===== config.mk =====
export PLATFORM = sky130hd
export DESIGN_NAME = idu
export DESIGN_NICKNAME = d
export VERILOG_FILES = /design/src/rtl/rv32i_pkg.sv /design/src/rtl/idu_imm_gen.sv /design/src/rtl/idu.sv
export SDC_FILE = /design/constraint.sdc
export NUM_CORES = 1
export LEC_CHECK = 0
export CAP_MARGIN = 30
export CORE_ASPECT_RATIO = 0.5
export CORE_MARGIN = 1
export CORE_UTILIZATION = 39
export CTS_CLUSTER_DIAMETER = 50
export DETAILED_ROUTE_END_ITERATION = 16
export PLACE_DENSITY = 0.87
export SYNTH_ARGS = -nofsm -noshare
export SYNTH_HDL_FRONTEND = slang
export SYNTH_SLANG_ARGS = --single-unit

===== constraint.sdc =====
create_clock -name clk -period 1.5 [get_ports clk]
set_input_delay 0.3 -clock clk [delete_from_list [all_inputs] [get_ports clk]]
set_output_delay 0.3 -clock clk [all_outputs]
set_load 0.01 [all_outputs]

===== src/rtl/rv32i_pkg.sv =====
// rtl/rv32i_pkg.sv - RV32I opcode constants plus opclass, alu_op and immediate-format encodings.
package rv32i_pkg;

    localparam logic [6:0] OPC_LUI    = 7'b0110111;
    localparam logic [6:0] OPC_AUIPC  = 7'b0010111;
    localparam logic [6:0] OPC_JAL    = 7'b1101111;
    localparam logic [6:0] OPC_JALR   = 7'b1100111;
    localparam logic [6:0] OPC_BRANCH = 7'b1100011;
    localparam logic [6:0] OPC_LOAD   = 7'b0000011;
    localparam logic [6:0] OPC_STORE  = 7'b0100011;
    localparam logic [6:0] OPC_OP_IMM = 7'b0010011;
    localparam logic [6:0] OPC_OP     = 7'b0110011;

    localparam logic [6:0] FUNCT7_BASE = 7'b0000000;
    localparam logic [6:0] FUNCT7_ALT  = 7'b0100000;

    typedef enum logic [2:0] {
        OPCLASS_ALU    = 3'd0,
        OPCLASS_ALUI   = 3'd1,
        OPCLASS_LOAD   = 3'd2,
        OPCLASS_STORE  = 3'd3,
        OPCLASS_BRANCH = 3'd4,
        OPCLASS_JAL    = 3'd5,
        OPCLASS_JALR   = 3'd6,
        OPCLASS_UPPER  = 3'd7
    } opclass_e;

    // Branch compares reuse SLT/SLTU; LUI uses PASSB so execute forwards the immediate.
    typedef enum logic [3:0] {
        ALU_ADD   = 4'd0,
        ALU_SUB   = 4'd1,
        ALU_SLL   = 4'd2,
        ALU_SLT   = 4'd3,
        ALU_SLTU  = 4'd4,
        ALU_XOR   = 4'd5,
        ALU_SRL   = 4'd6,
        ALU_SRA   = 4'd7,
        ALU_OR    = 4'd8,
        ALU_AND   = 4'd9,
        ALU_SEQ   = 4'd10,
        ALU_SNE   = 4'd11,
        ALU_SGE   = 4'd12,
        ALU_SGEU  = 4'd13,
        ALU_PASSB = 4'd14
    } alu_op_e;

    typedef enum logic [2:0] {
        FMT_R = 3'd0,
        FMT_I = 3'd1,
        FMT_S = 3'd2,
        FMT_B = 3'd3,
        FMT_U = 3'd4,
        FMT_J = 3'd5
    } imm_fmt_e;

    function automatic alu_op_e alu_from_funct3(input logic [2:0] funct3, input logic alt);
        alu_op_e op;
        case (funct3)
            3'b000:  op = alt ? ALU_SUB : ALU_ADD;
            3'b001:  op = ALU_SLL;
            3'b010:  op = ALU_SLT;
            3'b011:  op = ALU_SLTU;
            3'b100:  op = ALU_XOR;
            3'b101:  op = alt ? ALU_SRA : ALU_SRL;
            3'b110:  op = ALU_OR;
            default: op = ALU_AND;
        endcase
        return op;
    endfunction

endpackage


===== src/rtl/idu_imm_gen.sv =====
// rtl/idu_imm_gen.sv - combinational RV32I immediate generator: format from opcode, sign-extended immediate.
module idu_imm_gen
    import rv32i_pkg::*;
(
    input  logic [31:0] i_instr,
    output logic [31:0] o_imm,
    output imm_fmt_e    o_fmt
);

    logic [6:0] w_opcode;

    assign w_opcode = i_instr[6:0];

    always_comb begin
        o_fmt = FMT_R;
        case (w_opcode)
            OPC_OP_IMM, OPC_LOAD, OPC_JALR: o_fmt = FMT_I;
            OPC_STORE:                      o_fmt = FMT_S;
            OPC_BRANCH:                     o_fmt = FMT_B;
            OPC_LUI, OPC_AUIPC:             o_fmt = FMT_U;
            OPC_JAL:                        o_fmt = FMT_J;
            default:                        o_fmt = FMT_R;
        endcase
    end

    // Unknown opcodes fall into FMT_R, so illegal words carry a zero immediate.
    always_comb begin
        o_imm = 32'd0;
        case (o_fmt)
            FMT_I:   o_imm = {{20{i_instr[31]}}, i_instr[31:20]};
            FMT_S:   o_imm = {{20{i_instr[31]}}, i_instr[31:25], i_instr[11:7]};
            FMT_B:   o_imm = {{19{i_instr[31]}}, i_instr[31], i_instr[7],
                              i_instr[30:25], i_instr[11:8], 1'b0};
            FMT_U:   o_imm = {i_instr[31:12], 12'd0};
            FMT_J:   o_imm = {{11{i_instr[31]}}, i_instr[31], i_instr[19:12],
                              i_instr[20], i_instr[30:21], 1'b0};
            default: o_imm = 32'd0;
        endcase
    end

endmodule


===== src/rtl/idu.sv =====
// rtl/idu.sv - RV32I decode stage with kill counter for the 2-deep fetch pipeline.
// Optional decode-time JAL redirect enabled by IDU_JAL_REDIRECT_EN.
module idu
    import rv32i_pkg::*;
(
    input  logic        clk,
    input  logic        rst_n,
    input  logic [31:0] instr_location,
    input  logic [31:0] instr_to_dec,
    input  logic        flush_from_exe,
    output logic        flush_from_dec,
    output logic [31:0] flush_addr_dec,
    output logic [4:0]  rf_rs1_addr,
    output logic [4:0]  rf_rs2_addr,
    output logic        dec_valid,
    output logic [31:0] dec_pc,
    output logic [4:0]  dec_rd,
    output logic [4:0]  dec_rs1,
    output logic [4:0]  dec_rs2,
    output logic [31:0] dec_imm,
    output logic [2:0]  dec_opclass,
    output logic [3:0]  dec_alu_op,
    output logic        dec_illegal
);

    logic [6:0]  w_opcode;
    logic [2:0]  w_funct3;
    logic [6:0]  w_funct7;
    logic [31:0] w_imm;
    imm_fmt_e    w_fmt;
    opclass_e    w_opclass;
    alu_op_e     w_alu_op;
    logic        w_illegal;
    logic        w_live;
    logic        w_jal_redirect;
    logic [31:0] w_jal_target;
    logic [4:0]  w_rd;

    logic [1:0]  r_kill;
    logic        r_valid;
    logic [31:0] r_pc;
    logic [4:0]  r_rd;
    logic [4:0]  r_rs1;
    logic [4:0]  r_rs2;
    logic [31:0] r_imm;
    opclass_e    r_opclass;
    alu_op_e     r_alu_op;
    logic        r_illegal;

    assign w_opcode = instr_to_dec[6:0];
    assign w_funct3 = instr_to_dec[14:12];
    assign w_funct7 = instr_to_dec[31:25];

    assign rf_rs1_addr = instr_to_dec[19:15];
    assign rf_rs2_addr = instr_to_dec[24:20];

    idu_imm_gen u_imm_gen (
        .i_instr (instr_to_dec),
        .o_imm   (w_imm),
        .o_fmt   (w_fmt)
    );

    always_comb begin
        w_opclass = OPCLASS_ALU;
        w_alu_op  = ALU_ADD;
        w_illegal = 1'b0;
        case (w_opcode)
            OPC_OP: begin
                w_opclass = OPCLASS_ALU;
                w_alu_op  = alu_from_funct3(w_funct3, w_funct7[5]);
                if (!((w_funct7 == FUNCT7_BASE) ||
                      ((w_funct7 == FUNCT7_ALT) && ((w_funct3 == 3'b000) || (w_funct3 == 3'b101)))))
                    w_illegal = 1'b1;
            end
            OPC_OP_IMM: begin
                w_opclass = OPCLASS_ALUI;
                w_alu_op  = alu_from_funct3(w_funct3, (w_funct3 == 3'b101) && w_funct7[5]);
                if ((w_funct3 == 3'b001) && (w_funct7 != FUNCT7_BASE))
                    w_illegal = 1'b1;
                if ((w_funct3 == 3'b101) && (w_funct7 != FUNCT7_BASE) && (w_funct7 != FUNCT7_ALT))
                    w_illegal = 1'b1;
            end
            OPC_LOAD: begin
                w_opclass = OPCLASS_LOAD;
                w_illegal = (w_funct3 == 3'b011) || (w_funct3 == 3'b110) || (w_funct3 == 3'b111);
            end
            OPC_STORE: begin
                w_opclass = OPCLASS_STORE;
                w_illegal = w_funct3[2] || (w_funct3 == 3'b011);
            end
            OPC_BRANCH: begin
                w_opclass = OPCLASS_BRANCH;
                case (w_funct3)
                    3'b000:  w_alu_op = ALU_SEQ;
                    3'b001:  w_alu_op = ALU_SNE;
                    3'b100:  w_alu_op = ALU_SLT;
                    3'b101:  w_alu_op = ALU_SGE;
                    3'b110:  w_alu_op = ALU_SLTU;
                    3'b111:  w_alu_op = ALU_SGEU;
                    default: w_illegal = 1'b1;
                endcase
            end
            OPC_JAL:   w_opclass = OPCLASS_JAL;
            OPC_JALR: begin
                w_opclass = OPCLASS_JALR;
                w_illegal = (w_funct3 != 3'b000);
            end
            OPC_LUI: begin
                w_opclass = OPCLASS_UPPER;
                w_alu_op  = ALU_PASSB;
            end
            OPC_AUIPC: w_opclass = OPCLASS_UPPER;
            default:   w_illegal = 1'b1;
        endcase
    end

    // Stores and branches have no destination; a zero rd keeps execute from writing back.
    assign w_rd = ((w_fmt == FMT_S) || (w_fmt == FMT_B)) ? 5'd0 : instr_to_dec[11:7];

    assign w_live = (r_kill == 2'd0) && !flush_from_exe;

`ifdef IDU_JAL_REDIRECT_EN
    assign w_jal_redirect = rst_n && w_live && (w_opcode == OPC_JAL);
`else
    assign w_jal_redirect = 1'b0;
`endif

    assign w_jal_target   = instr_location + w_imm;
    assign flush_from_dec = w_jal_redirect;
    assign flush_addr_dec = w_jal_redirect ? w_jal_target : 32'd0;

    // The two words already in flight behind a redirect are dropped via the kill counter.
    always_ff @(posedge clk or negedge rst_n) begin
        if (!rst_n) begin
            r_kill    <= 2'd2;
            r_valid   <= 1'b0;
            r_pc      <= 32'd0;
            r_rd      <= 5'd0;
            r_rs1     <= 5'd0;
            r_rs2     <= 5'd0;
            r_imm     <= 32'd0;
            r_opclass <= OPCLASS_ALU;
            r_alu_op  <= ALU_ADD;
            r_illegal <= 1'b0;
        end else begin
            if (flush_from_exe || w_jal_redirect)
                r_kill <= 2'd2;
            else if (r_kill != 2'd0)
                r_kill <= r_kill - 2'd1;
            r_valid   <= w_live;
            r_pc      <= instr_location;
            r_rd      <= w_rd;
            r_rs1     <= instr_to_dec[19:15];
            r_rs2     <= instr_to_dec[24:20];
            r_imm     <= w_imm;
            r_opclass <= w_opclass;
            r_alu_op  <= w_alu_op;
            r_illegal <= w_illegal;
        end
    end

    assign dec_valid   = r_valid;
    assign dec_pc      = r_pc;
    assign dec_rd      = r_rd;
    assign dec_rs1     = r_rs1;
    assign dec_rs2     = r_rs2;
    assign dec_imm     = r_imm;
    assign dec_opclass = r_opclass;
    assign dec_alu_op  = r_alu_op;
    assign dec_illegal = r_illegal;

endmodule


Yosys cells after proc, flatten, opt, wreduce, memory -nomap -nowiden
Index checks and enable logic that the tools add are counted.
{"block": "totals", "word_cells": 77, "input_bits": 67, "register_bits": 90}
{"block": "classes", "addsub": 1, "n_eq_ne": 23, "n_reduce_logical": 24, "n_mux": 19}
{"op": "32-bit one-hot mux with 5 select lines", "n": 1}
{"op": "4-bit one-hot mux with 7 select lines", "n": 2}
{"op": "7-bit by 6-bit equality test with 1-bit output, second input constant", "n": 4}
{"op": "4-bit one-hot mux with 6 select lines", "n": 1}
{"op": "7-bit equality test, second input constant", "n": 3}
{"op": "3-bit one-hot mux with 7 select lines", "n": 1}
{"op": "3-bit equality test, second input constant", "n": 6}
{"op": "4-bit one-hot mux with 4 select lines", "n": 1}
{"op": "3-bit one-hot mux with 5 select lines", "n": 1}
{"op": "7-bit by 5-bit equality test with 1-bit output, second input constant", "n": 2}
{"op": "3-bit by 2-bit equality test with 1-bit output, second input constant", "n": 4}
{"op": "1-bit 2-to-1 mux", "n": 8}
{"op": "7-bit by 2-bit equality test with 1-bit output, second input constant", "n": 1}
{"op": "7-bit zero test", "n": 1}
{"op": "7-bit by 6-bit inequality test with 1-bit output, second input constant", "n": 1}
{"op": "1-bit one-hot mux with 7 select lines", "n": 1}
{"op": "7-bit nonzero test", "n": 1}
{"op": "3-bit by 1-bit equality test with 1-bit output, second input constant", "n": 2}
{"op": "1-bit logical AND", "n": 6}
{"op": "1-bit logical OR", "n": 6}
{"op": "3-bit OR reduction", "n": 2}
{"op": "6-bit OR reduction", "n": 1}
{"op": "5-bit 2-to-1 mux", "n": 1}
{"op": "2-bit 2-to-1 mux", "n": 2}
{"op": "7 further kinds", "n": 8}

Logic depth before layout (Yosys ltp)
Gate-level depths: netlist (run 1).
{"block": "depth", "depth_word": 6, "mapped_depth": 7}

Hierarchy
Synthesis (run 1) repeated with hierarchy kept, for this count alone.
{"block": "hier_totals", "hier_cells": 316, "area_unflattened_um2": 3789.9}
{"module": "idu", "n_inst": 1, "area_each_um2": 3185.6, "cells_each": 225, "seq_area_each_um2": 2253.4}
{"module": "idu_imm_gen", "n_inst": 1, "area_each_um2": 604.3, "cells_each": 91, "seq_area_each_um2": 0.0}

Worst setup path after synthesis (run 1)
OpenSTA, ideal clock, no wires.
{"block": "synth_path", "path_kind": "in2reg", "from": "input instr_to_dec[6]", "to": "register r_imm[20] (netlist: dec_imm[20])", "setup_ps": 118, "n_path_buf": 2, "setup_slack_ps": 54, "stages": 6, "arrival_ps": 1328, "path_cell_list": "buf_4 -> nand2b_2 -> a32oi_4 -> nor2b_2 -> buf_6 -> a21o_1"}
{"block": "synth_between", "elab_chain_len": 5, "word_cells_on_any_way": 17, "cone_classes": "13 x eq/ne; 2 x mux; 2 x reduce/logical"}
{"item": "from (decl)", "line": "idu.sv:9", "source": "input logic [31:0] instr_to_dec,"}
{"item": "7-bit by 5-bit equality test with 1-bit output, or another cell as far along", "line": "idu_imm_gen.sv:16", "source": "case (w_opcode)"}
{"item": "3-bit OR reduction or 2-bit OR reduction (tied branches)"}
{"item": "3-bit one-hot mux with 5 select lines *", "line": "idu_imm_gen.sv:16"}
{"item": "3-bit equality test, or another cell as far along", "line": "idu_imm_gen.sv:29", "source": "case (o_fmt)"}
{"item": "32-bit one-hot mux with 5 select lines *", "line": "idu_imm_gen.sv:29"}
{"item": "via u_imm_gen.o_imm[20]", "line": "idu_imm_gen.sv:6", "source": "output logic [31:0] o_imm,"}
{"item": "to (signal assigned)", "line": "idu.sv:155", "source": "r_imm <= w_imm;"}
{"item": "to (decl)", "line": "idu.sv:45", "source": "logic [31:0] r_imm;"}
The timed path passes the listed nets; every way through them passes the cells marked *.
A chain may end at the register's enable or synchronous reset.

Final worst setup path (run 1)
{"block": "layout_path", "from": "input instr_to_dec[2]", "to": "register r_imm[1] (netlist: dec_imm[1])"}
Same word-level chain as after synthesis.

==> out/results.txt, run 1 <==
The flow ran to the end, but the final reports show violations. The final reports fail on setup timing. The run gives 0 as the number of antenna violations at the first check in global routing. The average instance in the mapped netlist occupies 12.7 sq um. Among all flip-flop cells after synthesis, the most frequent one is sky130_fd_sc_hd__dfrtp_1.

The run gives 5 as the count of final setup violators. The finished layout holds 615 standard cells, fillers aside. The library cell occupying the most area in the post-synthesis netlist was sky130_fd_sc_hd__dfrtp_1. Leaving out fill and tap cells, the most frequent cell in the layout is sky130_fd_sc_hd__dfrtp_1. The maximum clock path buffer count came out at 2. Including well taps, the total number of placed cells is 596. The total of max-cap violations was 0; the global placer's final weighted congestion was 0.902. The combinational cell fraction of total power was 0.159. For the number of top-level pins, the log shows 198. TritonCTS created 9 clock buffers. Measured along the x axis, the die boundary spans 137 um. After synthesis the cells add up to 3560 sq um.

The count of distinct cell types in the synthesized netlist is 54, and the via count of the first global-routing pass is 2888. The floorplan step set the die height to 69.5 um. Entering global routing, the biggest net connects 38 pins.

In the routed design, unresolved DRC markers number 0. After layout, the minimum clock period comes to 1.52 ns. For the worst-skew pair, the clock arrives at the later sink with an insertion delay of 0.33 ns. For the count of final hold-check violations, the log shows 0. The final worst-path cycle share was 1.01; the total die area was 9530 sq um. Number of max-slew violations in the final report: 0. The data arrival time of the critical path came out at 1.79 ns. Across all hold checks on the routed design, the worst slack comes to 0.399 ns.

The highest ir drop seen on vdd is 0.586 mV. The vias per cell was 4.72; the critical path required time was 1.77 ns. The synthesized design contains 90 register bits. The share of power burned in registers is 0.456, and the detailed router's first-iteration violation count is 190.

In the synthesized netlist, the number of instances is 281. In the post-synthesis netlist, the biggest area contributors are sky130_fd_sc_hd__dfrtp_1 (63%), sky130_fd_sc_hd__buf_4 (9.9%), sky130_fd_sc_hd__a21o_1 (4.0%). Overall power consumption after layout is estimated at 5.66 mW. The logs give 9.88 mm for the final wirelength and 0 for the total of warnings raised by yosys. The number of synthesized flops with an enable pin is 0. The portion of synthesized cell area occupied by the leading cell type was 0.626; the number of cell instances on the worst register-to-register path was 4. The core area was 8770 sq um. The maximum clock skew at final layout was 0.00103 ns; the per-cell routed wire length was 16.1 um. The async set-or-reset flop fraction in the synthesized netlist was 1.00; the total number of nets in the final design was 561.

The critical path class is primary input to register. The repair_antennas step left the layout with diodes totalling 0. STA classifies the critical path endpoint as a register.

Port buffering added 164 buffers. The internal reg-to-reg setup slack was 0.30 ns. The total overflow left after global routing is 0.

The switching part of the total is 0.231. The ratio of cells with drive above 1 in the final layout was 0.197; the switching component of the power was 1.31 mW. The first TritonRoute pass finished after 4 iterations.

The tools report the library cell used as clock root buffer as sky130_fd_sc_hd__clkbuf_16. The logs give 0.633 for the sequential area share after synthesis and 0.212 for the global-route usage over all layers. The tools report the count of antenna-violating nets left after detailed routing as 0. The top cell types in the final layout, fill and taps aside, are sky130_fd_sc_hd__dfrtp_1 (89), sky130_fd_sc_hd__dlygate4sd2_1 (71), sky130_fd_sc_hd__clkdlybuf4s50_1 (60). Internal power contribution: 4.36 mW. The estimated wirelength of the detail-placed design is 7.16 mm.

Sort of element at the start of the critical path: a primary input. The tools report the clock group share of total power as 0.385. TritonCTS built the clock tree.

The global-route wire length before repair is 15.0 mm, and the number of fillers in the final layout is 654. The worst setup slack after layout came out at -0.0170 ns. The maximum clock frequency was 659 MHz; the number of cell rows was 24. In this run the worst path has a maximum fanout of 8. The run gives 3.37 nW as the leakage power of the design.

Relative to the synthesized area, the layout overhead comes to 66.7%. Prior to clock tree synthesis, the placed netlist has a worst setup slack of -0.457 ns. The H-tree depth was 3. After clock tree synthesis, the clock-pin slew on the worst setup and hold paths is 0.06 ns. The worst hold path class was primary input to asynchronous set/reset pin.

The final route contains 2901 vias. The cell area power density is 955 nW/um^2, and the CTS sink count is 90. Starting density of the core: 0.406.
==> synth_stat cells, types with 2 or more instances <==
| cell | count |
|---|---|
| sky130_fd_sc_hd__buf_2 | 4 |
| sky130_fd_sc_hd__nor2b_1 | 16 |
| sky130_fd_sc_hd__buf_4 | 47 |
| sky130_fd_sc_hd__xnor2_1 | 2 |
| sky130_fd_sc_hd__a31oi_1 | 2 |
| sky130_fd_sc_hd__a211oi_1 | 2 |
| sky130_fd_sc_hd__nand2_1 | 10 |
| sky130_fd_sc_hd__a21o_1 | 19 |
| sky130_fd_sc_hd__nor3_1 | 4 |
| sky130_fd_sc_hd__nor2_1 | 14 |
| sky130_fd_sc_hd__o21a_1 | 2 |
| sky130_fd_sc_hd__a22o_1 | 4 |
| sky130_fd_sc_hd__a21oi_1 | 8 |
| sky130_fd_sc_hd__clkbuf_1 | 3 |
| sky130_fd_sc_hd__o211ai_1 | 3 |
| sky130_fd_sc_hd__dfrtp_1 | 89 |
| sky130_fd_sc_hd__xor2_1 | 2 |
| sky130_fd_sc_hd__o21ai_0 | 9 |
| sky130_fd_sc_hd__nand3_1 | 4 |
| sky130_fd_sc_hd__inv_1 | 3 |
==> through the flow <==
| step | TNS, ns | cell area (sq um) | utilization |
|---|---|---|---|
| 2_1_floorplan | 0 | 3680 | - |
| 4_1_cts | 0 | 5790 | 0.660 |
| 6_report | -0.0681 | 5930 | 0.676 |
| 5_1_grt | -0.212 | 5930 | 0.676 |
| 3_3_place_gp | -14.51 | 5530 | 0.631 |
| 3_5_place_dp | -16.55 | 5530 | 0.631 |
==> power groups by stage <==
stage	sequential, mW	clock [mW]	combinational (mW)
after floorplan	2.68	0	0.346
after global placement	2.63	0	0.902
after detailed placement	2.63	0	0.930
after CTS	2.59	2.24	0.892
after global routing	2.59	2.31	0.969
final	2.58	2.18	0.901
==> critical path, cell delays in order <==
cell,delay (ns)
sky130_fd_sc_hd__clkdlybuf4s50_1,0.49
sky130_fd_sc_hd__buf_6,0.15
sky130_fd_sc_hd__buf_4,0.12
sky130_fd_sc_hd__nand2_1,0.14
sky130_fd_sc_hd__a21oi_1,0.26
sky130_fd_sc_hd__buf_4,0.18
sky130_fd_sc_hd__a22o_1,0.13
==> state kept, by name, summed over array words and instances, names as in the netlist, 2 cells and up <==
signal	cells
dec_imm	32
dec_pc	32
dec_rd	5
dec_rs1	5
dec_rs2	5
dec_alu_op	4
dec_opclass	3
r_kill	2
==> repair_timing <==
action,in CTS,in global routing
gates resized for setup,81,45
endpoints found under the hold margin,18,0
hold buffers,1,0
endpoints found under the setup margin,95,65
pin swaps,4,7
setup buffers,1,1
==> layer usage <==
metal	track usage	vias up	routed length, um
li1	-	1304	-
met1	0.243	1440	3610
met2	0.379	127	5350
met3	0.0446	30	597
met4	0.0989	0	325
met5	0	-	0
==> final timing paths <==
path	startpoint	to
max	instr_to_dec[2]	dec_imm[1]$_DFF_PN0_
min	rst_n	dec_imm[27]$_DFF_PN0_
max reg2reg	r_kill[1]$_DFFE_PN1N_	r_kill[1]$_DFFE_PN1N_
min reg2reg	r_kill[0]$_DFFE_PN0N_	r_kill[0]$_DFFE_PN0N_
max in group asynchronous	rst_n	r_kill[1]$_DFFE_PN1N_
min in group clk	instr_location[18]	dec_pc[18]$_DFF_PN0_
==> cell type report <==
cell class                      count  area, sq um  area share
Clock inverter                      5         53.8     0.00907
Multi-Input combinational cell    164         1070       0.180
Timing Repair Buffer              224         2150       0.363
Clock buffer                       11          243      0.0409
Inverter                            4         15.0     0.00253
Tap cell                          117          146      0.0247
Sequential cell                    90         2250       0.380
==> cell families (layout without fill, tap and decap cells) <==
group / count (synthesis) / count (layout) / share of synthesized area
compound gates: 63 / 63 / 0.130
xor+xnor: 4 / 4 / 0.00985
fa+ha+maj: 1 / 1 / 0.00352
buf+inv: 59 / 244 / 0.115
flops: 90 / 90 / 0.633
mux: 1 / 1 / 0.00281
other cells: 1 / 33 / 0.00105
simple gates: 62 / 62 / 0.104
Note: power is estimated with default switching activity, not from simulation.
==> run 2, diff against run 1 <==
- CELL_PAD_IN_SITES_DETAIL_PLACEMENT: unset -> 1
- CELL_PAD_IN_SITES_GLOBAL_PLACEMENT: unset -> 2
- CORE_MARGIN: 1 -> unset
- CORE_UTILIZATION: 39 -> 23
- GPL_TIMING_DRIVEN: unset -> 0
- PLACE_DENSITY: 0.87 -> 0.86
==> out/results.txt, run 2 (synthesized netlist as in run 1, its figures left out) <==
The die outline height works out to 89.9 um. The run finished with clean final reports. Fill cells in the final layout number 1647. The core occupancy in the finished layout is 0.398. The final worst-path cycle share is 0.980, and the number of max-slew violations in the final report is 0.

The analysis attributes to cell leakage a power of 3.31 nW. Dividing the detail-routed wire length by the instance count gives 15.1 um. After global routing the overflow that remains totals 0. The area added between synthesis and finish works out to 65.2%.

During placement, the flow inserted port buffers numbering 161. The count of final hold-check violations is 0, and the worst setup slack after layout is 0.0293 ns. VDD sags by at most 0.429 mV. Dividing the detail-routed via count by the number of cells gives 3.96.

For the worst setup path, the data required time is 1.20 ns. Start of the worst register-to-register path: r_kill[1]$_DFFE_PN1N_. For the finished layout, the period the worst path requires is 1.47 ns. The logs give 1030 sq um for the area taken by multi-input logic gates and 16.3 mm for the global-route wire length before repair. The via count of the first global-routing pass was 2826. In the layout the commonest cells are sky130_fd_sc_hd__dfrtp_1 (89), sky130_fd_sc_hd__dlygate4sd2_1 (69), sky130_fd_sc_hd__clkdlybuf4s50_1 (52). Entering global routing, the biggest net connects 65 pins. TritonCTS built the clock tree. The number of buffers created by CTS was 9; the number of cell rows was 31.

Data on the critical path arrives at its endpoint at 1.17 ns. The cell area power density was 956 nW/um^2; the total number of nets in the final design was 557. The wire-length estimate of the detail-placed layout is 7.85 mm.

The floorplan step defined a core boundary enclosing 14800 sq um. For this block, the routed nets add up to 10.4 mm of wire. The count of antenna-violating nets left after detailed routing was 0. The global-route usage over all layers is 0.134.

The run gives 90 as the CTS sink count. Antenna cell count: 0. Library cell used as clock root buffer: sky130_fd_sc_hd__clkbuf_16.

198 I/O pins were placed. After detailed routing, the number of remaining DRC violations is 0. The design draws 5.62 mW. The tool flagged a number of max-cap violations equal to 0. The number of antenna violations at the first check in global routing is 1, and the total die area is 16000 sq um. In this run the deepest clock path goes through 2 buffers. The clock-pin slew of the registers on the worst-case setup and hold paths works out to 0.06 ns. Count of TritonRoute iterations in the first routing pass: 4. The maximum clock skew at final layout was 0.0000946 ns. The worst setup path is launched from a primary input. The critical path starts at instr_to_dec[24].

Setup violations remaining at the end of the flow were counted as 0. The H-tree generated during clock tree synthesis spans 3 levels. The critical path class is primary input to output pin.

The routed layout has 2737 vias. Of all nets on the critical path, the largest fanout is 4. Ratio of cells with drive above 1 in the final layout: 0.190.

For the maximum clock frequency, the log shows 680 MHz. The worst setup path is captured at an output pin. For the worst-skew pair, the clock arrives at the later sink with an insertion delay of 0.33 ns. The startpoint identified for the worst hold timing path is instr_to_dec[16]. In this run the horizontal extent of the chip is 178 um. Routability-driven placement finished with a final weighted congestion of 0.763.

Worst slack after detailed placement: -0.597 ns. Most frequent standard cell in the layout excluding fill and tap cells: sky130_fd_sc_hd__dfrtp_1. The starting density of the core was 0.241.

The area taken by flip-flops and latches is 2250 sq um, and the detailed router's first-iteration violation count is 63. Setup repair after global routing could not meet its margin everywhere. The worst hold path class is primary input to register.
run 2: critical path, stage by stage:
cell and delay [ns]:
sky130_fd_sc_hd__clkdlybuf4s15_2 0.23, sky130_fd_sc_hd__buf_4 0.12, sky130_fd_sc_hd__clkdlybuf4s50_1 0.52
run 2: cell type report:
type,instances,area share
plain buffers,55,0.0707
flip-flops and latches,90,0.384
clock inverters,3,0.00724
multi-input cells,164,0.176
well taps,198,0.0422
repair buffers,165,0.277
inverters,4,0.00256
clock buffers,13,0.0409
run 2: worst paths after layout:
check,end,slack (ns),cells past startpoint
min in group asynchronous,dec_pc[5]$_DFF_PN0_,0.45,2
min,dec_rs1[1]$_DFF_PN0_,0.16,1
max in group asynchronous,dec_imm[13]$_DFF_PN0_,0.43,3
max,rf_rs2_addr[4],0.03,3
min reg2reg,r_kill[0]$_DFFE_PN0N_,0.57,2
max reg2reg,r_kill[1]$_DFFE_PN1N_,0.29,4
run 2: repair_timing:
action | CTS | global route
resized for setup | 99 | 40
buffers inserted | 1 | 1
endpoints found under the hold margin | 25 | 0
pin swaps | 2 | 1
setup endpoints to repair | 106 | 55
hold buffers | 1 | 0
gates cloned | 0 | 0
run 2: per-stage QoR:
stage / hold slack (ns) / instances / instance area, sq um / TNS (ns)
after floorplan: 0.00441 / 313 / 3680 / 0
after global placement: 0.527 / 672 / 5540 / -295.19
after detailed placement: 0.243 / 673 / 5560 / -23.51
after CTS: 0.161 / 691 / 5800 / 0
after global routing: 0.146 / 692 / 5880 / -0.0356
final: 0.161 / 692 / 5880 / 0
run 2: metal layers:
layer,GRT usage,part of all wire,vias to the layer above
met1,0.158,0.41,1336
li1,-,-,1289
met4,0.0477,0.020,2
met2,0.237,0.52,94
met3,0.0309,0.057,16
met5,0,0.00096,-
run 2: report_power, final:
| part | internal [mW] | switching [mW] |
|---|---|---|
| logic | 0.457 | 0.417 |
| registers | 2.55 | 0.0363 |
| clock network | 1.29 | 0.865 |
| total | 4.30 | 1.32 |
